## src/rtl/bsg_mux_segmented_pkg.sv

```systemverilog
// Shared types and helpers for the buffered segmented mux.
// Latency: n/a (declarations only).
// Backpressure: n/a.
package bsg_mux_segmented_pkg;

    // Occupancy of the two-entry skid buffer.
    typedef enum logic [1:0] {
        EMPTY = 2'd0,
        ONE   = 2'd1,
        TWO   = 2'd2
    } skid_state_e;

    // Bit offset of segment `seg`'s select field inside the packed select bus.
    function automatic int sel_offset(input int seg, input int lg_els);
        return seg * lg_els;
    endfunction

endpackage

```

## src/rtl/bsg_mux_segmented_buffered_if.sv

```systemverilog
// Bundle of the data/select inputs and the valid/ready in, valid/yumi out handshakes.
// Latency: n/a (wiring only).
// Backpressure: ready_o from the buffer, yumi_i from the consumer.
// Signal names are from the buffer's point of view: slave is the buffer, master drives it.
interface bsg_mux_segmented_buffered_if #(
    parameter int els_p           = 2,
    parameter int segments_p      = 4,
    parameter int segment_width_p = 4
);
    localparam int lg_els_lp = $clog2(els_p);
    localparam int width_lp  = segments_p * segment_width_p;

    logic [els_p*width_lp-1:0]      data_i;
    logic [segments_p*lg_els_lp-1:0] sel_i;
    logic                            v_i;
    logic                            ready_o;
    logic [width_lp-1:0]             data_o;
    logic                            v_o;
    logic                            yumi_i;

    modport slave (
        input  data_i, sel_i, v_i, yumi_i,
        output ready_o, data_o, v_o
    );

    modport master (
        output data_i, sel_i, v_i, yumi_i,
        input  ready_o, data_o, v_o
    );
endinterface

```

## src/rtl/bsg_mux_segmented_skid.sv

```systemverilog
// Two-entry skid buffer: valid/ready in, valid/yumi out, strict FIFO order.
// Latency: 1 cycle from accept to data_o when empty or draining the head.
// Backpressure: ready_o is registered (low only when full); no yumi_i->ready_o path.
// Ports: clk_i, reset_n_i (async active-low), data_i/v_i/ready_o in, data_o/v_o/yumi_i out.
module bsg_mux_segmented_skid
    import bsg_mux_segmented_pkg::*;
#(
    parameter int width_p = 16
) (
    input  logic               clk_i,
    input  logic               reset_n_i,
    input  logic [width_p-1:0] data_i,
    input  logic               v_i,
    output logic               ready_o,
    output logic [width_p-1:0] data_o,
    output logic               v_o,
    input  logic               yumi_i
);
    skid_state_e        state_q, state_d;
    logic [width_p-1:0] head_q, head_d;
    logic [width_p-1:0] tail_q, tail_d;
    logic               ready_q, ready_d;
    logic               in_xfer, out_xfer;

    assign in_xfer  = v_i & ready_q;
    // A stray yumi while empty is ignored here and flagged by the assertion below.
    assign out_xfer = yumi_i & (state_q != EMPTY);

    always_comb begin
        state_d = state_q;
        head_d  = head_q;
        tail_d  = tail_q;
        unique case (state_q)
            EMPTY: begin
                if (in_xfer) begin
                    state_d = ONE;
                    head_d  = data_i;
                end
            end
            ONE: begin
                if (in_xfer && out_xfer) begin
                    head_d = data_i;
                end else if (in_xfer) begin
                    state_d = TWO;
                    tail_d  = data_i;
                end else if (out_xfer) begin
                    state_d = EMPTY;
                end
            end
            TWO: begin
                // ready_q is low here, so only a drain can happen.
                if (out_xfer) begin
                    state_d = ONE;
                    head_d  = tail_q;
                end
            end
            default: state_d = EMPTY;
        endcase
        ready_d = (state_d != TWO);
    end

    always_ff @(posedge clk_i or negedge reset_n_i) begin
        if (!reset_n_i) begin
            state_q <= EMPTY;
            head_q  <= '0;
            tail_q  <= '0;
            ready_q <= 1'b1;
        end else begin
            state_q <= state_d;
            head_q  <= head_d;
            tail_q  <= tail_d;
            ready_q <= ready_d;
        end
    end

    assign ready_o = ready_q;
    assign v_o     = (state_q != EMPTY);
    assign data_o  = head_q;

    a_no_yumi_when_empty: assert property (
        @(posedge clk_i) disable iff (!reset_n_i) yumi_i |-> (state_q != EMPTY)
    ) else $error("yumi_i asserted while v_o is low");

endmodule

```

## src/rtl/bsg_mux_segmented_buffered.sv

```systemverilog
// Per-segment word select merge feeding a two-entry skid buffer.
// Latency: 1 cycle from accepted input to data_o when the buffer is empty or draining.
// Backpressure: registered ready_o, falls only when both entries are full.
// Ports: clk_i, reset_n_i (async active-low), bus (slave: data_i, sel_i, v_i, ready_o, data_o, v_o, yumi_i).
module bsg_mux_segmented_buffered
    import bsg_mux_segmented_pkg::*;
#(
    parameter int els_p           = 2,
    parameter int segments_p      = 4,
    parameter int segment_width_p = 4
) (
    input  logic                          clk_i,
    input  logic                          reset_n_i,
    bsg_mux_segmented_buffered_if.slave   bus
);
    localparam int lg_els_lp = $clog2(els_p);
    localparam int width_lp  = segments_p * segment_width_p;

    logic [width_lp-1:0] merged;

    for (genvar s = 0; s < segments_p; s++) begin : g_seg
        logic [lg_els_lp-1:0]       sel_s;
        logic [segment_width_p-1:0] seg_val;

        assign sel_s = bus.sel_i[sel_offset(s, lg_els_lp) +: lg_els_lp];

        // A select with no matching word (>= els_p) leaves the segment zero.
        always_comb begin
            seg_val = '0;
            for (int k = 0; k < els_p; k++) begin
                if (sel_s == lg_els_lp'(k)) begin
                    seg_val = bus.data_i[k*width_lp + s*segment_width_p +: segment_width_p];
                end
            end
        end

        assign merged[s*segment_width_p +: segment_width_p] = seg_val;
    end

    bsg_mux_segmented_skid #(
        .width_p (width_lp)
    ) u_skid (
        .clk_i     (clk_i),
        .reset_n_i (reset_n_i),
        .data_i    (merged),
        .v_i       (bus.v_i),
        .ready_o   (bus.ready_o),
        .data_o    (bus.data_o),
        .v_o       (bus.v_o),
        .yumi_i    (bus.yumi_i)
    );

endmodule

```

## src/flat_wrapper.sv

```systemverilog
// flat-port wrapper written by rule: the top's interface ports become plain ports
module bsg_mux_segmented_buffered_flat import bsg_mux_segmented_pkg::*;
#(
    parameter int els_p           = 2,
    parameter int segments_p      = 4,
    parameter int segment_width_p = 4
)
  (clk_i, reset_n_i, bus_data_i, bus_sel_i, bus_v_i, bus_yumi_i, bus_ready_o, bus_data_o, bus_v_o);
  bsg_mux_segmented_buffered_if #(.els_p(els_p), .segments_p(segments_p), .segment_width_p(segment_width_p)) bus_i ();
  input  logic clk_i;
  input  logic reset_n_i;
  input wire logic [$bits(bus_i.data_i)-1:0] bus_data_i;
  input wire logic [$bits(bus_i.sel_i)-1:0] bus_sel_i;
  input wire logic [$bits(bus_i.v_i)-1:0] bus_v_i;
  input wire logic [$bits(bus_i.yumi_i)-1:0] bus_yumi_i;
  output wire logic [$bits(bus_i.ready_o)-1:0] bus_ready_o;
  output wire logic [$bits(bus_i.data_o)-1:0] bus_data_o;
  output wire logic [$bits(bus_i.v_o)-1:0] bus_v_o;
  assign bus_i.data_i = bus_data_i;
  assign bus_i.sel_i = bus_sel_i;
  assign bus_i.v_i = bus_v_i;
  assign bus_i.yumi_i = bus_yumi_i;
  assign bus_ready_o = bus_i.ready_o;
  assign bus_data_o = bus_i.data_o;
  assign bus_v_o = bus_i.v_o;
  bsg_mux_segmented_buffered #(.els_p(els_p), .segments_p(segments_p), .segment_width_p(segment_width_p)) u_core (.clk_i(clk_i), .reset_n_i(reset_n_i), .bus(bus_i));
endmodule
```

## config.mk

```make
export PLATFORM = sky130hd
export DESIGN_NAME = bsg_mux_segmented_buffered_flat
export DESIGN_NICKNAME = d
export VERILOG_FILES = /design/src/rtl/bsg_mux_segmented_pkg.sv /design/src/rtl/bsg_mux_segmented_buffered_if.sv /design/src/rtl/bsg_mux_segmented_skid.sv /design/src/rtl/bsg_mux_segmented_buffered.sv /design/src/flat_wrapper.sv
export SDC_FILE = /design/constraint.sdc
export NUM_CORES = 1
export LEC_CHECK = 0
export BUFFER_PORTS_ARGS = -buffer_cell sky130_fd_sc_hd__buf_2
export CELL_PAD_IN_SITES_DETAIL_PLACEMENT = 1
export CELL_PAD_IN_SITES_GLOBAL_PLACEMENT = 1
export CORE_UTILIZATION = 43
export DETAILED_ROUTE_END_ITERATION = 16
export PLACE_DENSITY = 0.94
export SYNTH_ARGS = -nofsm -noshare
export SYNTH_HDL_FRONTEND = slang
export SYNTH_SLANG_ARGS = --single-unit
```

## constraint.sdc

```tcl
create_clock -name clk_i -period 3.4 [get_ports clk_i]
set_input_delay 0.17 -clock clk_i [delete_from_list [all_inputs] [get_ports clk_i]]
set_output_delay 0.17 -clock clk_i [all_outputs]
set_load 0.02 [all_outputs]
```

==> impl_metrics.env, run 1 <==
export IMPL_worst_pin_slew_ns=0.868
export IMPL_max_freq_mhz=486
export IMPL_clk_pin_slew_ns=0.06
export IMPL_grt_antenna_before_repair=0
export IMPL_syn_instance_count=118
export IMPL_rsz0062_at_grt="false"
export IMPL_cts_resized=0
export IMPL_die_h_um=66.4
export IMPL_synthesis_area_um2=1780
export IMPL_setup_tns_ns=0
export IMPL_ys_types=19
export IMPL_finalNetCount=218
export IMPL_finalSetupViolations=0
export IMPL_drv_cap=0
export IMPL_crit_fanout=16
export IMPL_p_per_area_nw_per_um2=786
export IMPL_p_int_mw=1.11
export IMPL_cts_tree="yes"
export IMPL_gr_usage_all_layers=0.197
export IMPL_final_cell_mix="mux2_2, buf_2, dfrtp_1, clkbuf_8, clkbuf_1"
export IMPL_port_buffer_count=57
export IMPL_ys_ff_latch=35
export IMPL_avgSynthCellArea_um2=15.1
export IMPL_post_route_util=0.541
export IMPL_syn_num_nets=158
export IMPL_synth_warnings=0
export IMPL_p_sw_frac=0.347
export IMPL_via_per_inst=5.20
export IMPL_hold_viol=0
export IMPL_grt_max_degree=36
export IMPL_start_util=0.445
export IMPL_fill_cells=431
export IMPL_critPathKind="reg2reg"
export IMPL_drv_slew=0
export IMPL_drt_iter0_drc=29
export IMPL_wl_per_cell_um=17.0
export IMPL_io_pins=58
export IMPL_post_route_period_util=0.606
export IMPL_remaining_drc_errors=0
export IMPL_status="finished, final reports clean"
export IMPL_grt_pass1_vias=1304
export IMPL_place_congestion=0.701
export IMPL_fin_area_um2=2160
export IMPL_diodes=0
export IMPL_grt_pass1_wl_um=6140
export IMPL_ctsRootBufferMaster="clkbuf_8"
export IMPL_clock_latency_ns=0.29
export IMPL_leakage_nw=0.985
export IMPL_grt_overflow_total=0
export IMPL_vias=1191
export IMPL_setup_ws_ns=1.34
export IMPL_final_common_cell="mux2_2"
export IMPL_finalClockSkew_ns=0.00283
export IMPL_dp_cells=220
export IMPL_cts_made_buffers=5
export IMPL_yosysSeqAreaShare=0.492
export IMPL_comb_power_share=0.396
export IMPL_power_switching_mw=0.590
export IMPL_postCtsSetupBuffers=0
export IMPL_maxSlewHeadroom=0.421
export IMPL_sequentialPowerShare=0.436
export IMPL_cts_sinks=35
export IMPL_startpoint_type="flip-flop"
export IMPL_period_minus_slack_ns=2.06
export IMPL_detailed_place_area_um2=2070
export IMPL_dpl_hpwl_um=2920
export IMPL_critPathCaptureType="flip-flop"
export IMPL_dieArea_um2=4400
export IMPL_antenna_left=0
export IMPL_h_tree_depth=2
export IMPL_fin_cells=229
export IMPL_hold_class="in2reg"
export IMPL_clock_power_share=0.168
export IMPL_first_pass_iters=4
export IMPL_cts_hold_buf=1
export IMPL_drive_gt1_frac=0.737
export IMPL_vdd_ir_drop_max_v=0.000365
export IMPL_arrival_ns=2.23
export IMPL_place_ws_ns=1.29
export IMPL_die_w_um=66.4
export IMPL_worst_endpoint_required_ns=3.57
export IMPL_rows=23
export IMPL_fp_coreArea_um2=4000
export IMPL_syn_to_final_growth_pct=21.4
export IMPL_drt_total_wl_um=3900
export IMPL_clockBufferDepth=2
## cells by family (layout without fill, tap and decap cells)
kind of cell | Yosys count | count (layout) | synth area share
compound gates | 4 | 4 | 0.0239
flops | 35 | 35 | 0.492
simple gates | 8 | 8 | 0.0400
mux | 65 | 65 | 0.410
buf+inv | 6 | 67 | 0.0337
## cell type report
cell class,count,area (µm²),share of cell area
clock buffers,8,80.1,0.0370
inverters,1,3.75,0.00174
multi-input cells,77,845,0.390
flip-flops and latches,35,877,0.405
well taps,50,62.6,0.0289
repair buffers,58,295,0.136
## worst max-delay path, cell delays in order, from the launching register on
cell	delay [ns]
dfstp_2	0.55
nand2_1	0.17
o31ai_4	0.79
mux2_2	0.42
## synth_stat cells
library cell | n | area share
a21o_1 | 1 | 0.0042
buf_4 | 1 | 0.0042
buf_6 | 3 | 0.019
buf_8 | 1 | 0.0084
dfrtp_1 | 34 | 0.48
dfstp_2 | 1 | 0.015
inv_1 | 1 | 0.0021
mux2_2 | 64 | 0.40
mux2i_1 | 1 | 0.0056
nand2_1 | 2 | 0.0042
nand2b_2 | 1 | 0.0049
nand3b_1 | 1 | 0.0042
nand4b_1 | 1 | 0.0049
nor2b_4 | 1 | 0.0077
nor3b_4 | 1 | 0.011
o21a_1 | 1 | 0.0042
o22ai_1 | 1 | 0.0035
o31ai_4 | 1 | 0.012
or2_2 | 1 | 0.0035
## final timing paths
path / from / to / slack (ns) / depth (start not counted)
setup / recovery: u_core.u_skid.ready_o / u_core.u_skid.data_o[15] / 1.34 / 3
setup reg to reg: u_core.u_skid.ready_o / u_core.u_skid.data_o[15] / 1.34 / 3
max in group asynchronous: reset_n_i / u_core.u_skid.tail_q[8] / 2.41 / 2
hold / removal: bus_yumi_i / u_core.u_skid.ready_o / 0.18 / 2
min in group asynchronous: reset_n_i / u_core.u_skid.data_o[11] / 0.50 / 2
hold reg to reg: u_core.u_skid.data_o[9] / u_core.u_skid.data_o[9] / 0.51 / 1
## power groups by stage
| stage | registers [mW] | logic (mW) | clock network (mW) |
|---|---|---|---|
| after global routing | 0.767 | 0.726 | 0.308 |
| after CTS | 0.744 | 0.687 | 0.296 |
| after detailed placement | 0.748 | 0.684 | 0 |
| after global placement | 0.728 | 0.642 | 0 |
| after floorplan | 0.838 | 0.375 | 0 |
| final | 0.742 | 0.673 | 0.286 |
## metal layers
layer / track usage / routed length (µm) / vias to the layer above
met4: 0.0957 / 87 / 0
li1: - / - / 547
met1: 0.207 / 1450 / 601
met2: 0.365 / 2200 / 35
met3: 0.0466 / 164 / 8
met5: 0 / 0 / -
## registers in the layout (all words and copies together) (netlist names)
signal	flops
u_core.u_skid.data_o	16
u_core.u_skid.tail_q	16
u_core.u_skid.state_q	2
u_core.u_skid.ready_o	1
## through the flow
step	hold WS, ns	power, mW
floorplan	-0.126	1.21
finish	0.177	1.70
global placement	0.261	1.37
detailed placement	0.279	1.43
global route	0.196	1.80
CTS	0.169	1.73
Power figures use the tool's default switching activity.
==> run 2, diff against run 1 <==
Settings changed: CORE_UTILIZATION 43 to 40, PLACE_DENSITY 0.94 to 0.89.
Clock period 3.4 ns to 2 ns, I/O delays scaled along.
==> run 2 against run 1 <==
  * First-iteration DRC count down 59%
  * Clock-buffer cell count down 2
  * Via count down 2.7%
  * Non-clock buffer count up 2
  * Largest power group unchanged
  * Highest routed layer unchanged
==> impl_metrics.env, run 2 (synthesized netlist as in run 1, its figures left out) <==
export IMPL_crit_slowest_cell="dfstp_2"
export IMPL_cts_made_buffers=5
export IMPL_clockBufferDepth=2
export IMPL_grt_max_degree=36
export IMPL_min_from="bus_yumi_i"
export IMPL_hold_class="in2reg"
export IMPL_grt_pass1_vias=1289
export IMPL_p_per_area_nw_per_um2=1380
export IMPL_critPathCaptureType="flip-flop"
export IMPL_cts_resized=0
export IMPL_startpoint_type="flip-flop"
export IMPL_start_util=0.430
export IMPL_antenna_left=0
export IMPL_wl_per_cell_um=16.6
export IMPL_grt_antenna_before_repair=0
export IMPL_cts_tree="yes"
export IMPL_final_common_cell="mux2_2"
export IMPL_crit_family="flip-flops"
export IMPL_syn_to_final_growth_pct=24.4
export IMPL_sequentialPowerShare=0.409
export IMPL_h_tree_depth=2
export IMPL_place_ws_ns=0.271
export IMPL_clk_pin_slew_ns=0.07
export IMPL_post_route_period_util=0.862
export IMPL_path_cells="nand2_1 -> o31ai_4 -> buf_4 -> mux2_2"
export IMPL_ctsRootBufferMaster="clkbuf_8"
export IMPL_grt_pass1_wl_um=6210
export IMPL_io_pins=58
export IMPL_status="finished, final reports clean"
export IMPL_slowest_delay_ns=0.54
export IMPL_first_pass_iters=3
export IMPL_dieArea_um2=4730
export IMPL_critical_path_startpoint="u_core.u_skid.ready_o"
export IMPL_crit_fanout=16
export IMPL_finalClockSkew_ns=0.00549
export IMPL_remaining_drc_errors=0
export IMPL_die_h_um=68.7
export IMPL_r2r_start="u_core.u_skid.ready_o"
export IMPL_rows=23
export IMPL_diodes=0
export IMPL_final_cell_mix="mux2_2, buf_2, dfrtp_1, clkbuf_8"
export IMPL_drive_gt1_frac=0.757
export IMPL_p_int_mw=2.05
export IMPL_comb_power_share=0.379
export IMPL_clock_power_share=0.212
export IMPL_vias=1159
export IMPL_setup_ws_ns=0.276
export IMPL_worst_endpoint_required_ns=2.17
export IMPL_rsz0062_at_grt="false"
export IMPL_drt_total_wl_um=3840
export IMPL_fp_coreArea_um2=4140
export IMPL_power_switching_mw=1.01
export IMPL_leakage_nw=1.02
export IMPL_p_sw_frac=0.330
export IMPL_die_w_um=68.7
export IMPL_arrival_ns=1.89
export IMPL_setup_tns_ns=0
export IMPL_grt_overflow_total=0
export IMPL_cts_sinks=35
export IMPL_max_freq_mhz=580
export IMPL_crit_buf_inv=1
export IMPL_drt_iter0_drc=12
export IMPL_finalSetupViolations=0
export IMPL_vdd_ir_drop_max_v=0.000768
export IMPL_place_congestion=0.641
export IMPL_clock_latency_ns=0.28
export IMPL_hold_viol=0
export IMPL_worst_pin_slew_ns=0.788
export IMPL_dpl_hpwl_um=2930
export IMPL_port_buffer_count=57
export IMPL_via_per_inst=5.02
export IMPL_drv_slew=0
export IMPL_gr_usage_all_layers=0.185
export IMPL_drv_cap=0
export IMPL_maxSlewHeadroom=0.474
export IMPL_postCtsSetupBuffers=0
export IMPL_critPathKind="reg2reg"
export IMPL_finalNetCount=220
export IMPL_period_minus_slack_ns=1.72
-- run 2: worst register-to-register path: stages, from the launching register on --
cell and delay (ns):
dfstp_2 0.54, nand2_1 0.17, o31ai_4 0.26, buf_4 0.27, mux2_2 0.38
-- run 2: power by group through the flow --
stage | Sequential [mW] | Clock [mW] | Combinational (mW)
final | 1.25 | 0.649 | 1.16
after floorplan | 1.42 | 0 | 0.638
after CTS | 1.26 | 0.668 | 1.19
after global routing | 1.31 | 0.702 | 1.25
after global placement | 1.24 | 0 | 1.10
after detailed placement | 1.27 | 0 | 1.18
-- run 2: layer usage --
metal / vias to the layer above / global-route usage / part of all wire
met2: 30 / 0.342 / 0.56
li1: 552 / - / -
met3: 4 / 0.0411 / 0.049
met1: 573 / 0.211 / 0.38
met5: - / 0 / 0
met4: 0 / 0.0561 / 0.011
-- run 2: final cells by class --
cell class	instances	area, µm²
Fill cell	449	1930
Sequential cell	35	877
Multi-Input combinational cell	77	845
Timing Repair Buffer	60	310
Clock buffer	6	82.6
Tap cell	50	62.6
Clock inverter	2	35.0
Inverter	1	3.75
-- run 2: worst paths after layout --
check / slack, ns / to / cells after the start
setup / recovery: 0.28 / u_core.u_skid.data_o[13] / 4
hold / removal: 0.14 / u_core.u_skid.ready_o / 2
setup reg to reg: 0.28 / u_core.u_skid.data_o[13] / 4
hold reg to reg: 0.51 / u_core.u_skid.tail_q[7] / 1
max in group asynchronous: 1.06 / u_core.u_skid.tail_q[3] / 2
min in group asynchronous: 0.43 / u_core.u_skid.state_q[1] / 2
-- run 2: through the flow --
step / hold slack, ns / utilization / cells / power [mW] / instance area, µm²
finish: 0.140 / 0.535 / 231 / 3.06 / 2220
global route: 0.133 / 0.535 / 231 / 3.26 / 2220
CTS: 0.128 / 0.535 / 231 / 3.11 / 2220
detailed placement: 0.226 / 0.504 / 222 / 2.45 / 2090
global placement: 0.187 / 0.504 / 222 / 2.35 / 2090
floorplan: -0.196 / - / 118 / 2.06 / 1780
-- run 2: what timing repair did --
| item | CTS | global route |
|---|---|---|
| endpoints found under the setup margin | 0 | 0 |
| hold buffers | 1 | 0 |
| hold endpoints to repair | 34 | 0 |
==> run 3, diff against run 2 <==
Clock period 2 ns to 1.6 ns, I/O delays scaled along.
==> run 3 against run 2 <==
  * Total power increased by 32%
  * Cell count increased by 1.7%
  * Clock power rose by 48%
  * Via count increased by 5.2%
  * Non-clock buffer count increased by 4
  * Largest cell class unchanged
==> impl_metrics.env, run 3 (synthesized netlist as in run 1, its figures left out) <==
export IMPL_post_route_period_util=0.961
export IMPL_fin_area_um2=2300
export IMPL_startpoint_type="flip-flop"
export IMPL_gr_usage_all_layers=0.182
export IMPL_via_per_inst=5.19
export IMPL_critPathKind="reg2reg"
export IMPL_dpl_hpwl_um=2810
export IMPL_rows=23
export IMPL_drt_iter0_drc=39
export IMPL_drive_gt1_frac=0.773
export IMPL_vias=1219
export IMPL_place_congestion=0.702
export IMPL_grt_busiest_layer="met2"
export IMPL_met2_usage=0.336
export IMPL_finalNetCount=224
export IMPL_final_seq_area_um2=878
export IMPL_finalSetupViolations=0
export IMPL_postCtsSetupBuffers=0
export IMPL_rsz0062_at_grt="false"
export IMPL_critPathCaptureType="flip-flop"
export IMPL_maxSlewHeadroom=0.488
export IMPL_worst_pin_slew_ns=0.768
export IMPL_clk_pin_slew_ns=0.07
export IMPL_drv_cap=0
export IMPL_h_tree_depth=2
export IMPL_cts_tree="yes"
export IMPL_start_util=0.430
export IMPL_diodes=0
export IMPL_crit_slowest_cell="dfrtp_1"
export IMPL_leakage_nw=1.05
export IMPL_hold_class="in2reg"
export IMPL_clockBufferDepth=2
export IMPL_status="finished, final reports clean"
export IMPL_reg2reg_to="u_core.u_skid.data_o[10]"
export IMPL_cpMostUsedCell="mux2_2"
export IMPL_r2r_slack_ns=0.06
export IMPL_die_h_um=68.7
export IMPL_cts_made_buffers=5
export IMPL_holdPathEnd="u_core.u_skid.ready_o"
export IMPL_setup_ws_ns=0.0618
export IMPL_worst_endpoint_required_ns=1.77
export IMPL_met1_usage=0.208
export IMPL_max_freq_mhz=650
export IMPL_first_pass_iters=2
export IMPL_vdd_ir_drop_max_v=0.000829
export IMPL_r2r_start="u_core.u_skid.state_q[1]"
export IMPL_crit_buf_inv=1
export IMPL_fill_cells=440
export IMPL_p_per_area_nw_per_um2=1750
export IMPL_final_common_cell="mux2_2"
export IMPL_period_minus_slack_ns=1.54
export IMPL_antenna_left=0
export IMPL_multiInputGateArea_um2=852
export IMPL_drt_total_wl_um=3840
export IMPL_grt_max_degree=36
export IMPL_grt_antenna_before_repair=0
export IMPL_path_cells="nand2b_2 -> buf_4 -> mux2_2 -> mux2_2"
export IMPL_slowest_delay_ns=0.48
export IMPL_grt_overflow_total=0
export IMPL_clock_latency_ns=0.29
export IMPL_wl_per_cell_um=16.3
export IMPL_io_pins=58
export IMPL_final_cell_mix="mux2_2, buf_2, dfrtp_1, clkbuf_8, buf_4"
export IMPL_place_ws_ns=0.0669
export IMPL_detailed_place_area_um2=2150
export IMPL_grt_pass1_wl_um=6130
export IMPL_cts_sinks=35
export IMPL_arrival_ns=1.71
export IMPL_post_route_util=0.555
export IMPL_remaining_drc_errors=0
export IMPL_finalClockSkew_ns=0.00555
export IMPL_critical_path_startpoint="u_core.u_skid.state_q[1]"
export IMPL_port_buffer_count=57
export IMPL_grt_pass1_vias=1286
export IMPL_crit_family="multiplexers"
export IMPL_fp_coreArea_um2=4140
export IMPL_ctsRootBufferMaster="clkbuf_8"
export IMPL_syn_to_final_growth_pct=29.0
export IMPL_dieArea_um2=4730
export IMPL_r2r_cells=4
export IMPL_min_path_cells=2
export IMPL_min_from="bus_yumi_i"
export IMPL_crit_cells=4
export IMPL_die_w_um=68.7
export IMPL_hold_viol=0
export IMPL_drv_slew=0
export IMPL_grtUsageMet3=0.0345
export IMPL_crit_fanout=7
[run 3: changes by cell type in the layout (fill, tap and decap cells not counted), sizes merged]
cell,change
clkbuf,-1
buf,+4
clkinvlp,+1
clkinv,-1
bufinv,+1
[run 3: worst register-to-register path: cells and delay by family, from the launching register on]
kind | cells | cell delay, ns
simple gates | 1 | 0.15
mux | 2 | 0.61
flops | 1 | 0.48
buf+inv | 1 | 0.18
[run 3: worst max path at each step]
| stage | endpoint |
|---|---|
| after global routing | u_core.u_skid.data_o[5] |
| after floorplan | u_core.u_skid.data_o[0] |
| after detailed placement | u_core.u_skid.tail_q[6] |
| final | u_core.u_skid.data_o[10] |
| after CTS | u_core.u_skid.tail_q[6] |
| after global placement | u_core.u_skid.data_o[8] |
[run 3: metrics by stage]
| stage | total power, mW | hold WS (ns) | std cells | setup TNS, ns |
|---|---|---|---|---|
| finish | 4.03 | 0.102 | 235 | 0 |
| floorplan | 2.59 | -0.216 | 118 | -1.01 |
| CTS | 4.07 | 0.0963 | 235 | 0 |
| global route | 4.26 | 0.0944 | 235 | 0 |
| detailed placement | 3.08 | 0.203 | 226 | 0 |
| global placement | 2.99 | 0.174 | 226 | 0 |
[run 3: repair_timing]
| item | in CTS | in global routing |
|---|---|---|
| hold buffers | 1 | 0 |
| resized for setup | 0 | 1 |
| setup endpoints to repair | 0 | 13 |
| hold endpoints to repair | 34 | 0 |
[run 3: metal layers]
layer  share of wire  wire length [µm]
met1            0.40              1530
met2            0.55              2100
met3           0.042               161
met4           0.013                51
met5               0                 0
[run 3: cell type report]
| type | count | share of cell area |
|---|---|---|
| Timing Repair Buffer | 64 | 0.159 |
| Clock buffer | 5 | 0.0299 |
| Sequential cell | 35 | 0.382 |
| Inverter | 1 | 0.00163 |
| Multi-Input combinational cell | 77 | 0.371 |
| Clock inverter | 3 | 0.0294 |
| Tap cell | 50 | 0.0272 |
[run 3: power breakdown]
part           internal, mW  leakage [nW]  switching (mW)  total (mW)
sequential             1.32         0.413           0.241        1.57
clock                 0.622        0.0644           0.337       0.958
combinational         0.787         0.573           0.720        1.51
